### src/rtl/aes_key_sched_ctrl_if.sv
// Round-key delivery channel between the key-schedule sequencer and the cipher datapath.
interface aes_key_sched_ctrl_if;
  logic [127:0] round_key;
  logic [3:0]   rk_index;
  logic         rk_valid;
  logic         rk_ready;

  modport master (output round_key, output rk_index, output rk_valid, input rk_ready);
  modport slave  (input round_key, input rk_index, input rk_valid, output rk_ready);
endinterface

### src/rtl/aes_key_sched_ctrl.sv
// Iterative AES-128 key expansion: one round key per EMIT/CALC pair, handed out over valid/ready.
// SubWord is supplied by an external combinational S-box bank through sb_in/sb_out.
module aes_key_sched_ctrl #(
  parameter int unsigned NR = 10
) (
  input  logic                        clk,
  input  logic                        rst,
  input  logic                        start,
  input  logic [127:0]                key_in,
  output logic [31:0]                 sb_in,
  input  logic [31:0]                 sb_out,
  aes_key_sched_ctrl_if.master        rk,
  output logic                        busy,
  output logic                        done
);

  typedef enum logic [1:0] {
    IDLE = 2'd0,
    EMIT = 2'd1,
    CALC = 2'd2
  } state_t;

  localparam logic [3:0] NR_IDX = 4'(NR);

  state_t       state_r, state_s;
  logic [127:0] key_r, key_s;
  logic [127:0] round_key_r, round_key_s;
  logic [3:0]   round_r, round_s;
  logic [3:0]   rk_index_r, rk_index_s;
  logic         rk_valid_r, rk_valid_s;
  logic         busy_r, busy_s;
  logic         done_r, done_s;
  logic [3:0]   round_inc_s;
  logic [31:0]  t_s, n0_s, n1_s, n2_s, n3_s;

  function automatic logic [7:0] rcon(input logic [3:0] idx);
    logic [7:0] r;
    case (idx)
      4'd1:    r = 8'h01;
      4'd2:    r = 8'h02;
      4'd3:    r = 8'h04;
      4'd4:    r = 8'h08;
      4'd5:    r = 8'h10;
      4'd6:    r = 8'h20;
      4'd7:    r = 8'h40;
      4'd8:    r = 8'h80;
      4'd9:    r = 8'h1b;
      4'd10:   r = 8'h36;
      default: r = 8'h00;
    endcase
    return r;
  endfunction

  // RotWord(w3) feeds the external S-box; only consumed while in CALC
  assign sb_in       = {key_r[23:0], key_r[31:24]};
  assign round_inc_s = round_r + 4'd1;
  assign t_s         = sb_out ^ {rcon(round_inc_s), 24'h000000};
  assign n0_s        = key_r[127:96] ^ t_s;
  assign n1_s        = key_r[95:64]  ^ n0_s;
  assign n2_s        = key_r[63:32]  ^ n1_s;
  assign n3_s        = key_r[31:0]   ^ n2_s;

  assign rk.round_key = round_key_r;
  assign rk.rk_index  = rk_index_r;
  assign rk.rk_valid  = rk_valid_r;
  assign busy         = busy_r;
  assign done         = done_r;

  // Next-state and next-output decode
  always_comb begin
    state_s     = state_r;
    key_s       = key_r;
    round_s     = round_r;
    round_key_s = round_key_r;
    rk_index_s  = rk_index_r;
    rk_valid_s  = rk_valid_r;
    busy_s      = busy_r;
    done_s      = 1'b0;
    case (state_r)
      IDLE: begin
        if (start) begin
          state_s     = EMIT;
          key_s       = key_in;
          round_s     = 4'd0;
          round_key_s = key_in;
          rk_index_s  = 4'd0;
          rk_valid_s  = 1'b1;
          busy_s      = 1'b1;
        end else begin
          state_s = IDLE;
        end
      end
      EMIT: begin
        if (rk.rk_ready) begin
          rk_valid_s = 1'b0;
          if (round_r == NR_IDX) begin
            state_s = IDLE;
            busy_s  = 1'b0;
            done_s  = 1'b1;
          end else begin
            state_s = CALC;
          end
        end else begin
          state_s = EMIT;
        end
      end
      CALC: begin
        state_s     = EMIT;
        key_s       = {n0_s, n1_s, n2_s, n3_s};
        round_s     = round_inc_s;
        round_key_s = {n0_s, n1_s, n2_s, n3_s};
        rk_index_s  = round_inc_s;
        rk_valid_s  = 1'b1;
      end
      default: begin
        state_s    = IDLE;
        rk_valid_s = 1'b0;
        busy_s     = 1'b0;
      end
    endcase
  end

  // State and output registers; reset discards any partial expansion
  always_ff @(posedge clk) begin
    if (rst) begin
      state_r     <= IDLE;
      key_r       <= 128'h0;
      round_r     <= 4'd0;
      round_key_r <= 128'h0;
      rk_index_r  <= 4'd0;
      rk_valid_r  <= 1'b0;
      busy_r      <= 1'b0;
      done_r      <= 1'b0;
    end else begin
      state_r     <= state_s;
      key_r       <= key_s;
      round_r     <= round_s;
      round_key_r <= round_key_s;
      rk_index_r  <= rk_index_s;
      rk_valid_r  <= rk_valid_s;
      busy_r      <= busy_s;
      done_r      <= done_s;
    end
  end

endmodule

### src/flat_wrapper.sv
// flat-port wrapper written by rule: the top's interface ports become plain ports
module aes_key_sched_ctrl_flat 
#(
  parameter int unsigned NR = 10
)
  (clk, rst, start, key_in, sb_in, sb_out, busy, done, rk_round_key, rk_rk_index, rk_rk_valid, rk_rk_ready);
  aes_key_sched_ctrl_if rk_i ();
  input  logic clk;
  input  logic rst;
  input  logic start;
  input  logic [127:0] key_in;
  output logic [31:0] sb_in;
  input  logic [31:0] sb_out;
  output logic busy;
  output logic done;
  output wire logic [$bits(rk_i.round_key)-1:0] rk_round_key;
  output wire logic [$bits(rk_i.rk_index)-1:0] rk_rk_index;
  output wire logic [$bits(rk_i.rk_valid)-1:0] rk_rk_valid;
  input wire logic [$bits(rk_i.rk_ready)-1:0] rk_rk_ready;
  assign rk_round_key = rk_i.round_key;
  assign rk_rk_index = rk_i.rk_index;
  assign rk_rk_valid = rk_i.rk_valid;
  assign rk_i.rk_ready = rk_rk_ready;
  aes_key_sched_ctrl #(.NR(NR)) u_core (.clk(clk), .rst(rst), .start(start), .key_in(key_in), .sb_in(sb_in), .sb_out(sb_out), .rk(rk_i), .busy(busy), .done(done));
endmodule
### config.mk
export PLATFORM = sky130hd
export DESIGN_NAME = aes_key_sched_ctrl_flat
export DESIGN_NICKNAME = d
export VERILOG_FILES = /design/src/rtl/aes_key_sched_ctrl_if.sv /design/src/rtl/aes_key_sched_ctrl.sv /design/src/flat_wrapper.sv
export SDC_FILE = /design/constraint.sdc
export NUM_CORES = 1
export LEC_CHECK = 0
export BUFFER_PORTS_ARGS = -buffer_cell sky130_fd_sc_hd__buf_2
export CORE_MARGIN = 1
export CORE_UTILIZATION = 38
export CTS_CLUSTER_DIAMETER = 50
export CTS_CLUSTER_SIZE = 24
export DETAILED_ROUTE_END_ITERATION = 16
export PLACE_DENSITY = 0.66
export SLEW_MARGIN = 15
export SYNTH_ARGS = -nofsm -noshare
export SYNTH_HDL_FRONTEND = slang
export SYNTH_SLANG_ARGS = --single-unit
### constraint.sdc
create_clock -name clk -period 6.4 [get_ports clk]
set_clock_uncertainty 0.1 [all_clocks]
set_input_delay 0.96 -clock clk [delete_from_list [all_inputs] [get_ports clk]]
set_output_delay 0.96 -clock clk [all_outputs]
set_load 0.005 [all_outputs]
==> impl_metrics.ini, run 1 <==
[synth]
synth_cell_type_count = 56
synth_top_cell_area_share = 0.346
ys_seq_elements = 137
synth-edff-count = 0
synth_cells = 968
avgSynthCellArea_um2 = 8.18
synth_top_cell_by_area = dfxtp_1
synth_area_leaders = dfxtp_1 35%, a211oi_1 8.8%, xnor2_1 8.2%
syn-cell-area_um2 = 7920
yosysSeqAreaShare = 0.346
synth_nets = 1138
synth_common_cells = 137 x dfxtp_1, 131 x nor2_1, 93 x a211oi_1
ys.flop_type = dfxtp_1
yosysWarnings = 0
yosys.cell_count.top_type = dfxtp_1
ys_async_sr_fraction = 0

[sta]
min_period_ns = 3.05
whs_ns = 0.360
slew_violations = 0
finalHoldViolCount = 0
period_share = 0.477
setup_viol = 0
max-slew-margin-rel = 0.255
rsz0062_at_grt = no
finalSetupTns_ns = 0
clock.fmax_mhz = 327
tightest_slew_ns = 1.11

[clock_tree]
cts_hold_buf = 0
cts_resized = 0
clock_path_buffers = 2
cts_inserted_buffers = 17
clk_pin_slew_ns = 0.06
cts_tree = done
clk_latency_ns = 0.42
clock-sinks = 137
postCtsSetupRepairBufs = 0
htree_levels = 4
clockRootBuffer = clkbuf_16

[detailed_routing]
wl_mm = 26.4
routedWlPerCell_um = 17.6
drt_iter0_drc = 439
drtPass1Iterations = 5
remaining_drc_errors = 0
vias = 8025
viasPerCell = 5.35
ant_nets = 0

[setup_path]
worstPathCellList = buf_2 -> nor2_1 -> nor2_4 -> buf_4 -> o21ai_0 -> a221oi_2
slowest_delay_ns = 0.67
path_buf_inv = 2
endpoint_kind = register
critical_path.max_fanout = 60
reg2reg_slack_ns = 3.42
cp_slowest_cell = buf_4
critPathTopFamily = buffers and inverters
critPathKind = input port to register
cp.depth = 6
start_kind = input port
cp_data_arrival_time_ns = 3.29
required_ns = 6.63
r2r_cells = 8

[global_routing]
met1_usage = 0.337
first_global_vias = 7196
grt_max_degree = 89
grt_use_met2 = 0.364
grt_pass1_wl_mm = 40.6
track_usage = 0.244
grt.busiest_layer = met2
grt.met3_usage = 0.0450
globalRouteOverflowTotal = 0
antenna_found_initial = 5

[power_and_ir_drop]
power.density_nw_per_um2 = 276
leakage_nw = 4.45
seqPwrFrac = 0.364
report.power.total_mw = 2.78
p_switching_mw = 0.878
switching_share = 0.316
clock_power_share = 0.374
internal-power_mw = 1.90
combPwrFrac = 0.262
peakVddDrop_mv = 0.155

[finish]
utilization = 0.495
nets = 1386
final_cell_count_no_fill = 1501
area_growth_pct = 27.3
fillers = 2029
drive_above_1_share = 0.331

[die]
die-area_um2 = 21400
num_rows = 52
chipHeight_um = 146
start_util = 0.389
design.portCount = 331
fp.dieW_um = 146
core_um2 = 20400

[min_path]
min_path_cells = 2
min_path_type = register to register

[outcome]
status = finished clean

[placed_design]
dp_cells = 1467
portBuffers = 330
place_congestion = 0.856
dpl.hpwl_mm = 18.5

[run]
cap_violations = 0
[final cells by class]
cell class / count / area, um^2 / share of cell area
clock inverter: 10 / 143 / 0.0141
clock buffer: 20 / 467 / 0.0463
antenna: 4 / 10.0 / 0.000993
sequential: 137 / 2750 / 0.272
inverter: 10 / 37.5 / 0.00372
multi-input combinational: 714 / 4640 / 0.460
timing repair buffer: 336 / 1700 / 0.169
tap: 270 / 338 / 0.0335
[logic make-up (layout without fill, tap and decap cells)]
kind of cell	Yosys count	count (layout)	synth area share
mux	42	42	0.0564
xor+xnor	117	117	0.138
other cells	0	4	0
flops	137	137	0.346
compound gates	300	300	0.249
simple gates	249	249	0.129
fa+ha+maj	6	6	0.00948
buf+inv	117	376	0.0716
[state kept, by name, summed over array words and instances (netlist names)]
signal	flops
u_core.done	1
u_core.busy	1
u_core.key_r	128
u_core.rk.rk_valid	1
u_core.round_r	4
u_core.state_r	2
[tightest hold or removal path, cell delays in order, from the launching register on]
cell and delay (ns):
dfxtp_1 0.31, nand2_1 0.05, a21oi_1 0.05
[power groups by stage]
stage	sequential, mW	combinational, mW	clock [mW]
2_1_floorplan	1.02	0.484	0
3_3_place_gp	1.03	0.719	0
3_5_place_dp	1.03	0.730	0
4_1_cts	1.01	0.732	1.05
5_1_grt	1.02	0.803	1.09
6_report	1.01	0.730	1.04
[metal layers]
metal / part of all wire / wire length [um]
met4: 0.028 / 742
met2: 0.44 / 11800
met3: 0.058 / 1540
met1: 0.47 / 12400
met5: 0.00057 / 15
[worst paths after layout]
check	endpoint	start
worst min-delay path	u_core.rk.rk_valid	u_core.rk.rk_valid
worst max-delay path	u_core.key_r[28]	start
worst max register to register	u_core.key_r[28]	u_core.round_r[1]
worst min register to register	u_core.rk.rk_valid	u_core.rk.rk_valid
[through the flow]
step	instance area, um^2	setup WS [ns]
global placement	9460	2.95
finish	10100	3.35
floorplan	7920	3.99
detailed placement	9460	2.89
CTS	10100	3.33
global route	10100	3.19
[cells in the final DEF, fill, tap and decap left out, types with 3 or more instances in the layout]
master     instances
buf_2            329
dfxtp_1          136
nor2_1           130
a211oi_1          93
nand2_1           77
xnor2_1           74
a21oi_1           64
o22ai_1           51
o21ai_0           45
xor2_1            36
mux2_2            21
mux2i_1           21
clkbuf_16         17
nor3_1            16
inv_1              9
buf_4              7
ha_1               6
a22oi_1            5
o211ai_1           5
a21o_1             5
a221oi_1           5
diode_2            4
nor2b_1            4
xnor2_2            4
nand3b_1           4
o22a_1             4
a222oi_1           3
nand3_1            3
a22o_1             3
clkbuf_8           3
bufinv_16          3
Power figures use the tool's default switching activity.
==> run 2: changes to the inputs <==
==> constraint.sdc (replaced) <==
create_clock -name clk -period 3 [get_ports clk]
set_clock_uncertainty 0.1 [all_clocks]
set_input_delay 0.45 -clock clk [delete_from_list [all_inputs] [get_ports clk]]
set_output_delay 0.45 -clock clk [all_outputs]
set_load 0.005 [all_outputs]
==> run 2 against run 1 <==
  * Via count shrank 0.85%
  * Global-route usage is essentially flat
  * First-iteration DRC count is 4.6% lower
  * Clock power is 97% higher
  * Critical endpoint is now u_core.key_r[30]
==> impl_metrics.ini, run 2 (synthesized netlist as in run 1, its figures left out) <==
[global_routing]
antenna_found_initial = 2
first_global_vias = 7289
track_usage = 0.244
globalRouteOverflowTotal = 0
grt_pass1_wl_mm = 40.9
grt_max_degree = 87

[setup_path]
cp_slowest_cell = dfxtp_1
critPathKind = register to register
endpoint_kind = register
slowest_delay_ns = 0.57
worstPathCellList = ha_1 -> buf_4 -> nor2b_1 -> a21oi_1 -> o22ai_1 -> nand2_1 -> xnor2_2 -> xnor3_1 -> a221oi_1
required_ns = 3.22
reg2reg_slack_ns = 0.34
cp_data_arrival_time_ns = 2.88
critical_path.max_fanout = 12
start_kind = register

[detailed_routing]
drt_iter0_drc = 419
drtPass1Iterations = 5
vias = 7957
highest_layer = met5
dr_wl_met3_mm = 1.56
met1_length_mm = 12.3
dr_wl_met2_mm = 11.9
wl_mm = 26.3
routedWlPerCell_um = 17.4
remaining_drc_errors = 0
viasPerCell = 5.27
ant_nets = 0

[power_and_ir_drop]
clock_power_share = 0.355
internal-power_mw = 3.87
peakVddDrop_mv = 0.335
p_switching_mw = 1.92
seqPwrFrac = 0.373
power.density_nw_per_um2 = 570
leakage_nw = 4.49
switching_share = 0.332
combPwrFrac = 0.272

[clock_tree]
clockRootBuffer = clkbuf_16
cts_inserted_buffers = 17
clock_path_buffers = 2
postCtsSetupRepairBufs = 0
clk_pin_slew_ns = 0.06
cts_resized = 0
cts_hold_buf = 0
htree_levels = 4
clk_latency_ns = 0.43
cts_tree = done
clock-sinks = 137

[sta]
period_share = 0.887
clock.fmax_mhz = 376
finalSetupTns_ns = 0
rsz0062_at_grt = no
min_period_ns = 2.66
finalHoldViolCount = 0
setup_viol = 0
tightest_slew_ns = 0.681
slew_violations = 0
max-slew-margin-rel = 0.544

[die]
core_um2 = 20400
chipHeight_um = 146
design.portCount = 331
num_rows = 52
start_util = 0.389
fp.dieW_um = 146
die-area_um2 = 21400

[finish]
antennaDiodeCount = 0
largest_reg_flops = 128
utilization = 0.499
largest_register = u_core.key_r
drive_above_1_share = 0.338
nets = 1398
layout_commonest_cell = buf_2
fillers = 1990
reg.largest.list = u_core.key_r (128), u_core.round_r (4), u_core.state_r (2)
area_growth_pct = 28.2
final_cell_mix = 329 x buf_2, 136 x dfxtp_1, 130 x nor2_1, 93 x a211oi_1, 77 x nand2_1

[placed_design]
place_congestion = 0.865
dpl.hpwl_mm = 19.1
portBuffers = 330

[outcome]
status = finished clean

[min_path]
min_path_type = input port to register

[run]
cap_violations = 0
-- run 2: changes by cell type in the layout (fill, tap and decap cells not counted) --
| cell | change |
|---|---|
| buf_12 | +3 |
| buf_4 | +9 |
| bufinv_16 | -2 |
| clkbuf_1 | +1 |
| clkbuf_8 | -3 |
| clkinv_4 | -1 |
| clkinvlp_4 | +2 |
| diode_2 | -4 |
| inv_4 | -1 |
| inv_6 | +6 |
-- run 2: final timing paths --
path,from,cells after the start,to
setup / recovery,u_core.round_r[1],9,u_core.key_r[30]
hold / removal,key_in[122],3,u_core.key_r[122]
setup reg to reg,u_core.round_r[1],9,u_core.key_r[30]
hold reg to reg,u_core.rk.rk_valid,2,u_core.rk.rk_valid
-- run 2: critical path, delay by kind of cell, from the launching register on --
kind            cells  cell delay [ns]
xor+xnor            2             0.73
flops               1             0.57
compound gates      3             0.44
fa+ha+maj           1             0.27
simple gates        2             0.26
buf+inv             1             0.19
-- run 2: final cells by class --
class / instances / area [um^2] / area share
Inverter: 10 / 37.5 / 0.00370
Clock buffer: 18 / 429 / 0.0423
Sequential cell: 137 / 2750 / 0.270
Clock inverter: 14 / 135 / 0.0133
Tap cell: 270 / 338 / 0.0333
Multi-Input combinational cell: 714 / 4640 / 0.457
Timing Repair Buffer: 348 / 1830 / 0.180
-- run 2: through the flow --
stage | total power, mW | instances | hold slack [ns] | setup WS, ns | cell area (um^2)
6_report | 5.79 | 1511 | 0.182 | 0.339 | 10200
5_1_grt | 6.10 | 1511 | 0.169 | 0.132 | 10200
4_1_cts | 5.83 | 1511 | 0.168 | 0.337 | 10200
3_5_place_dp | 3.77 | 1479 | 0.349 | 0.355 | 9590
3_3_place_gp | 3.74 | 1479 | 0.346 | 0.467 | 9590
2_1_floorplan | 3.22 | 968 | 0.353 | 0.594 | 7920
-- run 2: power groups by stage --
stage | logic (mW) | clock network [mW] | registers, mW
floorplan | 1.03 | 0 | 2.19
global placement | 1.55 | 0 | 2.19
detailed placement | 1.57 | 0 | 2.20
CTS | 1.58 | 2.09 | 2.16
global route | 1.73 | 2.19 | 2.19
finish | 1.57 | 2.05 | 2.16
-- run 2: routing by layer --
| layer | track usage | up-vias |
|---|---|---|
| met2 | 0.369 | 313 |
| met5 | 0 | - |
| met4 | 0.0896 | 4 |
| li1 | - | 3933 |
| met1 | 0.341 | 3662 |
| met3 | 0.0500 | 45 |
